### src/rtl/arb_req_stage_if.sv
// arb_req_stage_if: request-side, arbiter and output signals of the arbiter request staging block.
interface arb_req_stage_if #(parameter int REQ_NUM = 2, parameter int DATA_W = 32);
  logic [REQ_NUM-1:0]        in_valid;
  logic [REQ_NUM-1:0]        in_ready;
  logic [REQ_NUM*DATA_W-1:0] in_data;
  logic [REQ_NUM-1:0]        arb_req;
  logic [REQ_NUM-1:0]        arb_gnt;
  logic                      out_valid;
  logic                      out_ready;
  logic [DATA_W-1:0]         out_data;
  logic [REQ_NUM-1:0]        out_src;
  logic                      gnt_err;
  modport master (output in_valid, in_data, arb_gnt, out_ready,
                  input  in_ready, arb_req, out_valid, out_data, out_src, gnt_err);
  modport slave  (input  in_valid, in_data, arb_gnt, out_ready,
                  output in_ready, arb_req, out_valid, out_data, out_src, gnt_err);
endinterface

### src/rtl/arb_req_stage.sv
// arb_req_stage: parks one word per port, requests the arbiter only when the output slot can accept, stages the granted word.
// ARB_REQ_STAGE_GNT_CHK_EN enables the sticky illegal-grant flag gnt_err.
module arb_req_stage #(
  parameter int REQ_NUM = 2,
  parameter int DATA_W  = 32
) (
  input logic             clk,
  input logic             rst_n,
  arb_req_stage_if.slave  bus
);
  logic [REQ_NUM-1:0] hold_vld, g, pop, src;
  logic [DATA_W-1:0]  hold_data [REQ_NUM];
  logic [DATA_W-1:0]  pop_data, data;
  logic               vld, slot_free;
  // multiple grant bits collapse to the lowest index
  always_comb begin
    slot_free = ~vld | bus.out_ready;
    bus.arb_req = hold_vld & {REQ_NUM{slot_free}};
    g = bus.arb_gnt & bus.arb_req;
    pop = g & (~g + REQ_NUM'(1));
    bus.in_ready = ~hold_vld | pop;
    pop_data = '0;
    for (int i = 0; i < REQ_NUM; i++) pop_data |= pop[i] ? hold_data[i] : '0;
  end
  always_ff @(posedge clk or negedge rst_n) begin
    if (!rst_n) begin
      hold_vld <= '0;
      for (int i = 0; i < REQ_NUM; i++) hold_data[i] <= '0;
    end else begin
      for (int i = 0; i < REQ_NUM; i++) begin
        if (bus.in_valid[i] & bus.in_ready[i]) begin
          hold_vld[i]  <= 1'b1;
          hold_data[i] <= bus.in_data[i*DATA_W +: DATA_W];
        end else if (pop[i]) hold_vld[i] <= 1'b0;
      end
    end
  end
  always_ff @(posedge clk or negedge rst_n) begin
    if (!rst_n) begin
      vld  <= 1'b0;
      data <= '0;
      src  <= '0;
    end else if (|pop) begin
      vld  <= 1'b1;
      data <= pop_data;
      src  <= pop;
    end else if (vld & bus.out_ready) vld <= 1'b0;
  end
  assign bus.out_valid = vld;
  assign bus.out_data  = data;
  assign bus.out_src   = src;
`ifdef ARB_REQ_STAGE_GNT_CHK_EN
  logic err;
  always_ff @(posedge clk or negedge rst_n) begin
    if (!rst_n) err <= 1'b0;
    else if ((|(bus.arb_gnt & ~bus.arb_req)) | (g != pop)) err <= 1'b1;
  end
  assign bus.gnt_err = err;
`else
  assign bus.gnt_err = 1'b0;
`endif
endmodule
### src/flat_wrapper.sv
// flat-port wrapper written by rule: the top's interface ports become plain ports
module arb_req_stage_flat 
#(
  parameter int REQ_NUM = 2,
  parameter int DATA_W  = 32
)
  (clk, rst_n, bus_in_valid, bus_in_data, bus_arb_gnt, bus_out_ready, bus_in_ready, bus_arb_req, bus_out_valid, bus_out_data, bus_out_src, bus_gnt_err);
  arb_req_stage_if #(.REQ_NUM(REQ_NUM), .DATA_W(DATA_W)) bus_i ();
  input logic clk;
  input logic rst_n;
  input wire logic [$bits(bus_i.in_valid)-1:0] bus_in_valid;
  input wire logic [$bits(bus_i.in_data)-1:0] bus_in_data;
  input wire logic [$bits(bus_i.arb_gnt)-1:0] bus_arb_gnt;
  input wire logic [$bits(bus_i.out_ready)-1:0] bus_out_ready;
  output wire logic [$bits(bus_i.in_ready)-1:0] bus_in_ready;
  output wire logic [$bits(bus_i.arb_req)-1:0] bus_arb_req;
  output wire logic [$bits(bus_i.out_valid)-1:0] bus_out_valid;
  output wire logic [$bits(bus_i.out_data)-1:0] bus_out_data;
  output wire logic [$bits(bus_i.out_src)-1:0] bus_out_src;
  output wire logic [$bits(bus_i.gnt_err)-1:0] bus_gnt_err;
  assign bus_i.in_valid = bus_in_valid;
  assign bus_i.in_data = bus_in_data;
  assign bus_i.arb_gnt = bus_arb_gnt;
  assign bus_i.out_ready = bus_out_ready;
  assign bus_in_ready = bus_i.in_ready;
  assign bus_arb_req = bus_i.arb_req;
  assign bus_out_valid = bus_i.out_valid;
  assign bus_out_data = bus_i.out_data;
  assign bus_out_src = bus_i.out_src;
  assign bus_gnt_err = bus_i.gnt_err;
  arb_req_stage #(.REQ_NUM(REQ_NUM), .DATA_W(DATA_W)) u_core (.clk(clk), .rst_n(rst_n), .bus(bus_i));
endmodule
### config.mk
export PLATFORM = sky130hd
export DESIGN_NAME = arb_req_stage_flat
export DESIGN_NICKNAME = d
export VERILOG_FILES = /design/src/rtl/arb_req_stage_if.sv /design/src/rtl/arb_req_stage.sv /design/src/flat_wrapper.sv
export SDC_FILE = /design/constraint.sdc
export NUM_CORES = 1
export LEC_CHECK = 0
export BUFFER_PORTS_ARGS = -buffer_cell sky130_fd_sc_hd__buf_2
export CAP_MARGIN = 20
export CORE_ASPECT_RATIO = 1.25
export CORE_MARGIN = 5
export CORE_UTILIZATION = 52
export CTS_CLUSTER_SIZE = 30
export DETAILED_ROUTE_END_ITERATION = 16
export PLACE_DENSITY = 0.79
export SLEW_MARGIN = 20
export SYNTH_ARGS = -nofsm -noshare
export SYNTH_HDL_FRONTEND = slang
export SYNTH_SLANG_ARGS = --single-unit
### constraint.sdc
create_clock -name clk -period 1.9 [get_ports clk]
set_clock_uncertainty 0.15 [all_clocks]
set_input_delay 0.285 -clock clk [delete_from_list [all_inputs] [get_ports clk]]
set_output_delay 0.285 -clock clk [all_outputs]
set_load 0.1 [all_outputs]
==> flow_summary.json, run 1 <==
{
  "outcome": "completed",
  "hold_class": "in2reg",
  "peakVddDrop_v": 0.001064,
  "initial_core_util": 0.5284,
  "drt_iter0_drc": 155,
  "synth_warnings": 0,
  "drt-total-wl_mm": 10.40,
  "syn_area_mm2": 0.004094,
  "fin_crit_ns": 1.880,
  "cts_root_buf": "clkbuf_8",
  "num-nets-final": 580,
  "drive_gt1_frac": 0.4144,
  "finalNonFillerCells": 609,
  "grt.overflow.total": 0,
  "firstDrtPassIters": 4,
  "cts_buffers": 9,
  "dp.final_hpwl_mm": 6.640,
  "area_delta_synth_final_pct": 41.32,
  "grt_first_pass_wirelength_mm": 16.50,
  "critical_path_class": "reg2out",
  "dr_total_vias": 3203,
  "start_kind": "flop",
  "final_antenna_net_count": 0,
  "antenna_cells": 0,
  "power.density_mw_per_mm2": 1397,
  "syn-num-nets": 408,
  "die_x_um": 89.36,
  "clkTransAtPathRegs_ns": 0.10,
  "finalSetupViolations": 0,
  "synthCells": 337,
  "wl_per_cell_um": 17.07,
  "yosys.area.top_type": "dfrtp_1",
  "vias_per_cell": 5.259,
  "min_period_over_period": 0.9893,
  "post-place-ws_ns": 0.09522,
  "htreeDepth": 3,
  "synth_top_area_frac": 0.6174,
  "drv_cap": 0,
  "antenna_found_initial": 0,
  "drv_slew": 0,
  "synth_cell_types": 21,
  "rows": 36,
  "syn_avg_cell_area_um2": 12.15,
  "gp_congestion": 0.7975,
  "hold_viol": 0,
  "rsz0062_at_grt": "true",
  "clk_latency_ns": 0.37,
  "io_pins": 111,
  "clockBufferDepth": 2,
  "synth-seq-cells": 101,
  "fin_ws_ns": 0.02025,
  "cts_tree": "done",
  "final_common_cell": "buf_2",
  "drcViolationCount": 0,
  "fp.dieH_um": 109.2,
  "placed_cells": 533,
  "synth_area_leaders": "dfrtp_1, mux2_2, nand2_1, a31oi_1, nor2_1",
  "synth-seq-area-share": 0.6174,
  "cts.sinks": 101,
  "critPathCaptureType": "output pin",
  "cp.required_ns": 1.46,
  "max_freq_mhz": 532.0,
  "grt_max_degree": 44,
  "cp_data_arrival_time_ns": 1.44,
  "cp_max_fo": 5,
  "p_leak_nw": 2.836,
  "die-area_mm2": 0.009759,
  "grt_usage": 0.2285,
  "grt_pass1_vias": 3379,
  "core_area_mm2": 0.007747,
  "most-common-layout-cells": "buf_2, dfrtp_1, nand2_1",
  "io_buffers": 109
}
power breakdown:
group	internal (mW)	leakage, nW	total (mW)	switching, mW
combinational	1.01	1.57	3.60	2.59
sequential	2.78	1.17	3.15	0.374
clock	0.641	0.0964	1.33	0.690
cells in the mapped netlist (all sizes together):
master / n
clkbuf: 3
and3: 2
o21ai: 1
inv: 2
conb: 1
dfrtp: 101
nor2: 34
nand2b: 3
nand3: 3
and2: 2
a31o: 1
mux2: 64
buf: 19
nand2: 69
a31oi: 32
final cells by class:
cell class	instances	area (µm²)
Sequential cell	101	2532
Fill cell	484	1962
Multi-Input combinational cell	212	1569
Timing Repair Buffer	183	1365
Clock buffer	12	145.1
Tap cell	95	118.9
Clock inverter	4	47.55
Inverter	2	7.507
through the flow:
| step | hold slack [ns] | TNS (ns) | util | power (mW) | instance area (µm²) |
|---|---|---|---|---|---|
| after floorplan | -0.1606 | -6.180 | - | 5.925 | 4237 |
| after global placement | 0.1037 | 0 | 0.6418 | 6.569 | 4972 |
| after detailed placement | 0.1149 | 0 | 0.6418 | 6.644 | 4972 |
| after CTS | 0.00004857 | 0 | 0.7392 | 8.076 | 5727 |
| after global routing | 0.002527 | -0.04108 | 0.7468 | 8.432 | 5786 |
| final | 0.01344 | 0 | 0.7468 | 8.083 | 5786 |
what timing repair did:
item,in CTS,in global routing
resized for setup,5,1
pin swaps,1,1
endpoints found under the hold margin,84,5
hold buffers,54,5
setup endpoints to repair,3,3
buffers inserted,0,1
gates cloned,0,0
worst paths after layout:
path / start / end / slack, ns / cells past startpoint
setup / recovery: u_core.bus.out_valid / bus_in_ready[0] / 0.02 / 5
hold / removal: bus_in_data[37] / u_core.hold_data[5] / 0.01 / 2
setup reg to reg: u_core.hold_vld[0] / u_core.hold_data[30] / 0.19 / 5
hold reg to reg: u_core.bus.out_src[0] / u_core.bus.out_src[0] / 0.34 / 2
max in group asynchronous: rst_n / u_core.bus.out_data[2] / 0.75 / 3
min in group asynchronous: rst_n / u_core.bus.out_valid / 0.25 / 2
critical path: stages (launching register included):
cell	delay, ns
dfrtp_4	0.50
nand2b_4	0.10
buf_6	0.12
nand3_4	0.08
nand2_4	0.09
buf_12	0.17
metal layers:
layer	track usage	part of all wire
met1	0.2751	0.39
met2	0.3872	0.52
met3	0.04989	0.054
met4	0.1043	0.030
met5	0	0
flip-flops by register name (all words and copies together) (netlist names):
| signal | cells |
|---|---|
| u_core.bus.out_valid | 1 |
| u_core.bus.out_data | 32 |
| u_core.hold_data | 64 |
| u_core.hold_vld | 2 |
| u_core.bus.out_src | 2 |
cells by family after synthesis:
family,Yosys count,share of synthesized area
other,1,0.0009160
AOI/OAI and AO/OA,34,0.05501
and+or+nand+nor,113,0.1119
DFF,101,0.6174
buffers and inverters,24,0.03882
muxes,64,0.1760
Power figures use the tool's default switching activity.
==> run 2: changes to the inputs <==
Settings changed: CORE_UTILIZATION 52 to 39, PLACE_DENSITY 0.79 to 0.62.
==> flow_summary.json, run 2 (synthesis gave the netlist of run 1 again) <==
{
  "clockBufferDepth": 2,
  "cp.required_ns": 1.46,
  "initial_core_util": 0.4010,
  "antenna_cells": 0,
  "min_period_over_period": 0.9777,
  "wl_per_cell_um": 16.10,
  "final_antenna_net_count": 0,
  "area_delta_synth_final_pct": 31.36,
  "most-common-layout-cells": "buf_2, dfrtp_1, nand2_1",
  "io_pins": 111,
  "finalSetupTns_ns": 0,
  "drcViolationCount": 0,
  "core_area_mm2": 0.01021,
  "fill_cells": 900,
  "power.density_mw_per_mm2": 1569,
  "p_total_mw": 8.435,
  "cts_root_buf": "clkbuf_16",
  "grt_pass1_vias": 3044,
  "cts_buffers": 9,
  "largest_register_ffs": 64,
  "hold_viol": 0,
  "finalSetupViolations": 0,
  "dr_total_vias": 2830,
  "drive_gt1_frac": 0.4648,
  "num-nets-final": 520,
  "critical_path_class": "reg2out",
  "clk_latency_ns": 0.34,
  "clkTransAtPathRegs_ns": 0.07,
  "fin_crit_ns": 1.858,
  "io_buffers": 109,
  "rsz0062_at_grt": "false",
  "stdcell_area_mm2": 0.005378,
  "cpMaxStageDelayCell": "dfrtp_4",
  "rows": 41,
  "start_kind": "flop",
  "hold_slack_ns": 0.02342,
  "cp_data_arrival_time_ns": 1.42,
  "firstDrtPassIters": 4,
  "max_freq_mhz": 538.3,
  "p_leak_nw": 2.645,
  "cp_top_family": "flip-flops",
  "die-area_mm2": 0.01266,
  "dp.final_hpwl_mm": 6.628,
  "peakVddDrop_v": 0.0007274,
  "cts.sinks": 101,
  "top_register": "u_core.hold_data",
  "cp_num_buf_inv": 2,
  "vias_per_cell": 4.854,
  "antenna_found_initial": 0,
  "grt_max_degree": 65,
  "fp.dieH_um": 124.6,
  "crit_chain": "nand2b_4, buf_4, nand3_4, nand2_4, buf_12",
  "final_common_cell": "buf_2",
  "die_x_um": 101.6,
  "htreeDepth": 3,
  "place_area_mm2": 0.005057,
  "outcome": "completed",
  "cts_tree": "done",
  "slowest_delay_ns": 0.49,
  "grt_usage": 0.1546,
  "drv_slew": 0,
  "hold_class": "in2reg",
  "drt-total-wl_mm": 9.386,
  "cp_max_fo": 6,
  "grt_first_pass_wirelength_mm": 15.29,
  "drv_cap": 0,
  "gp_congestion": 0.8136,
  "drt_iter0_drc": 79,
  "critPathCaptureType": "output pin",
  "grt.overflow.total": 0
}
## run 2: changes by cell type in the layout (fill, tap and decap cells not counted), sizes merged
cell,previous run,this run
buf,124,122
dlygate4sd3,59,1
## run 2: layout make-up
cell class / instances / area [µm²] / area share
clock buffer: 12 / 246.5 / 0.04584
clock inverter: 4 / 47.55 / 0.008841
multi-input combinational: 212 / 1567 / 0.2913
inverter: 2 / 7.507 / 0.001396
sequential: 101 / 2532 / 0.4709
timing repair buffer: 123 / 815.8 / 0.1517
tap: 129 / 161.4 / 0.03001
## run 2: timing repair
action,4_1_cts,5_1_grt
gates cloned,0,0
hold buffers,1,0
pin swaps,1,0
endpoints found under the hold margin,101,0
gates resized for setup,3,1
buffers inserted,0,0
endpoints found under the setup margin,2,2
## run 2: through the flow
| step | util | setup slack, ns | instances |
|---|---|---|---|
| after floorplan | - | -0.1504 | 337 |
| after global placement | 0.4954 | 0.08282 | 566 |
| after detailed placement | 0.4954 | 0.04200 | 566 |
| after CTS | 0.5267 | 0.002139 | 583 |
| after global routing | 0.5268 | 0.0003446 | 583 |
| final | 0.5268 | 0.04233 | 583 |
## run 2: worst paths after layout
| path | from | end | slack (ns) | cells after the start |
|---|---|---|---|---|
| setup reg to reg | u_core.hold_vld[0] | u_core.hold_data[51] | 0.19 | 4 |
| hold reg to reg | u_core.bus.out_src[0] | u_core.bus.out_src[0] | 0.33 | 2 |
| hold / removal | bus_in_data[55] | u_core.hold_data[23] | 0.02 | 2 |
| max in group asynchronous | rst_n | u_core.hold_data[14] | 0.85 | 3 |
| min in group asynchronous | rst_n | u_core.bus.out_src[0] | 0.33 | 3 |
| setup / recovery | u_core.bus.out_valid | bus_in_ready[0] | 0.04 | 5 |
## run 2: where the power goes
group / total (mW) / internal (mW) / switching, mW / leakage, nW
Clock: 1.82 / 1.05 / 0.771 / 0.143
Combinational: 3.48 / 0.947 / 2.54 / 1.33
Sequential: 3.13 / 2.78 / 0.345 / 1.17
## run 2: routing by layer
metal,vias to the layer above,global-route usage,wire length [µm]
met5,-,0,0
met4,0,0.08059,257
met3,17,0.03417,521
met2,73,0.2500,4757
met1,1377,0.1903,3850
li1,1363,-,-
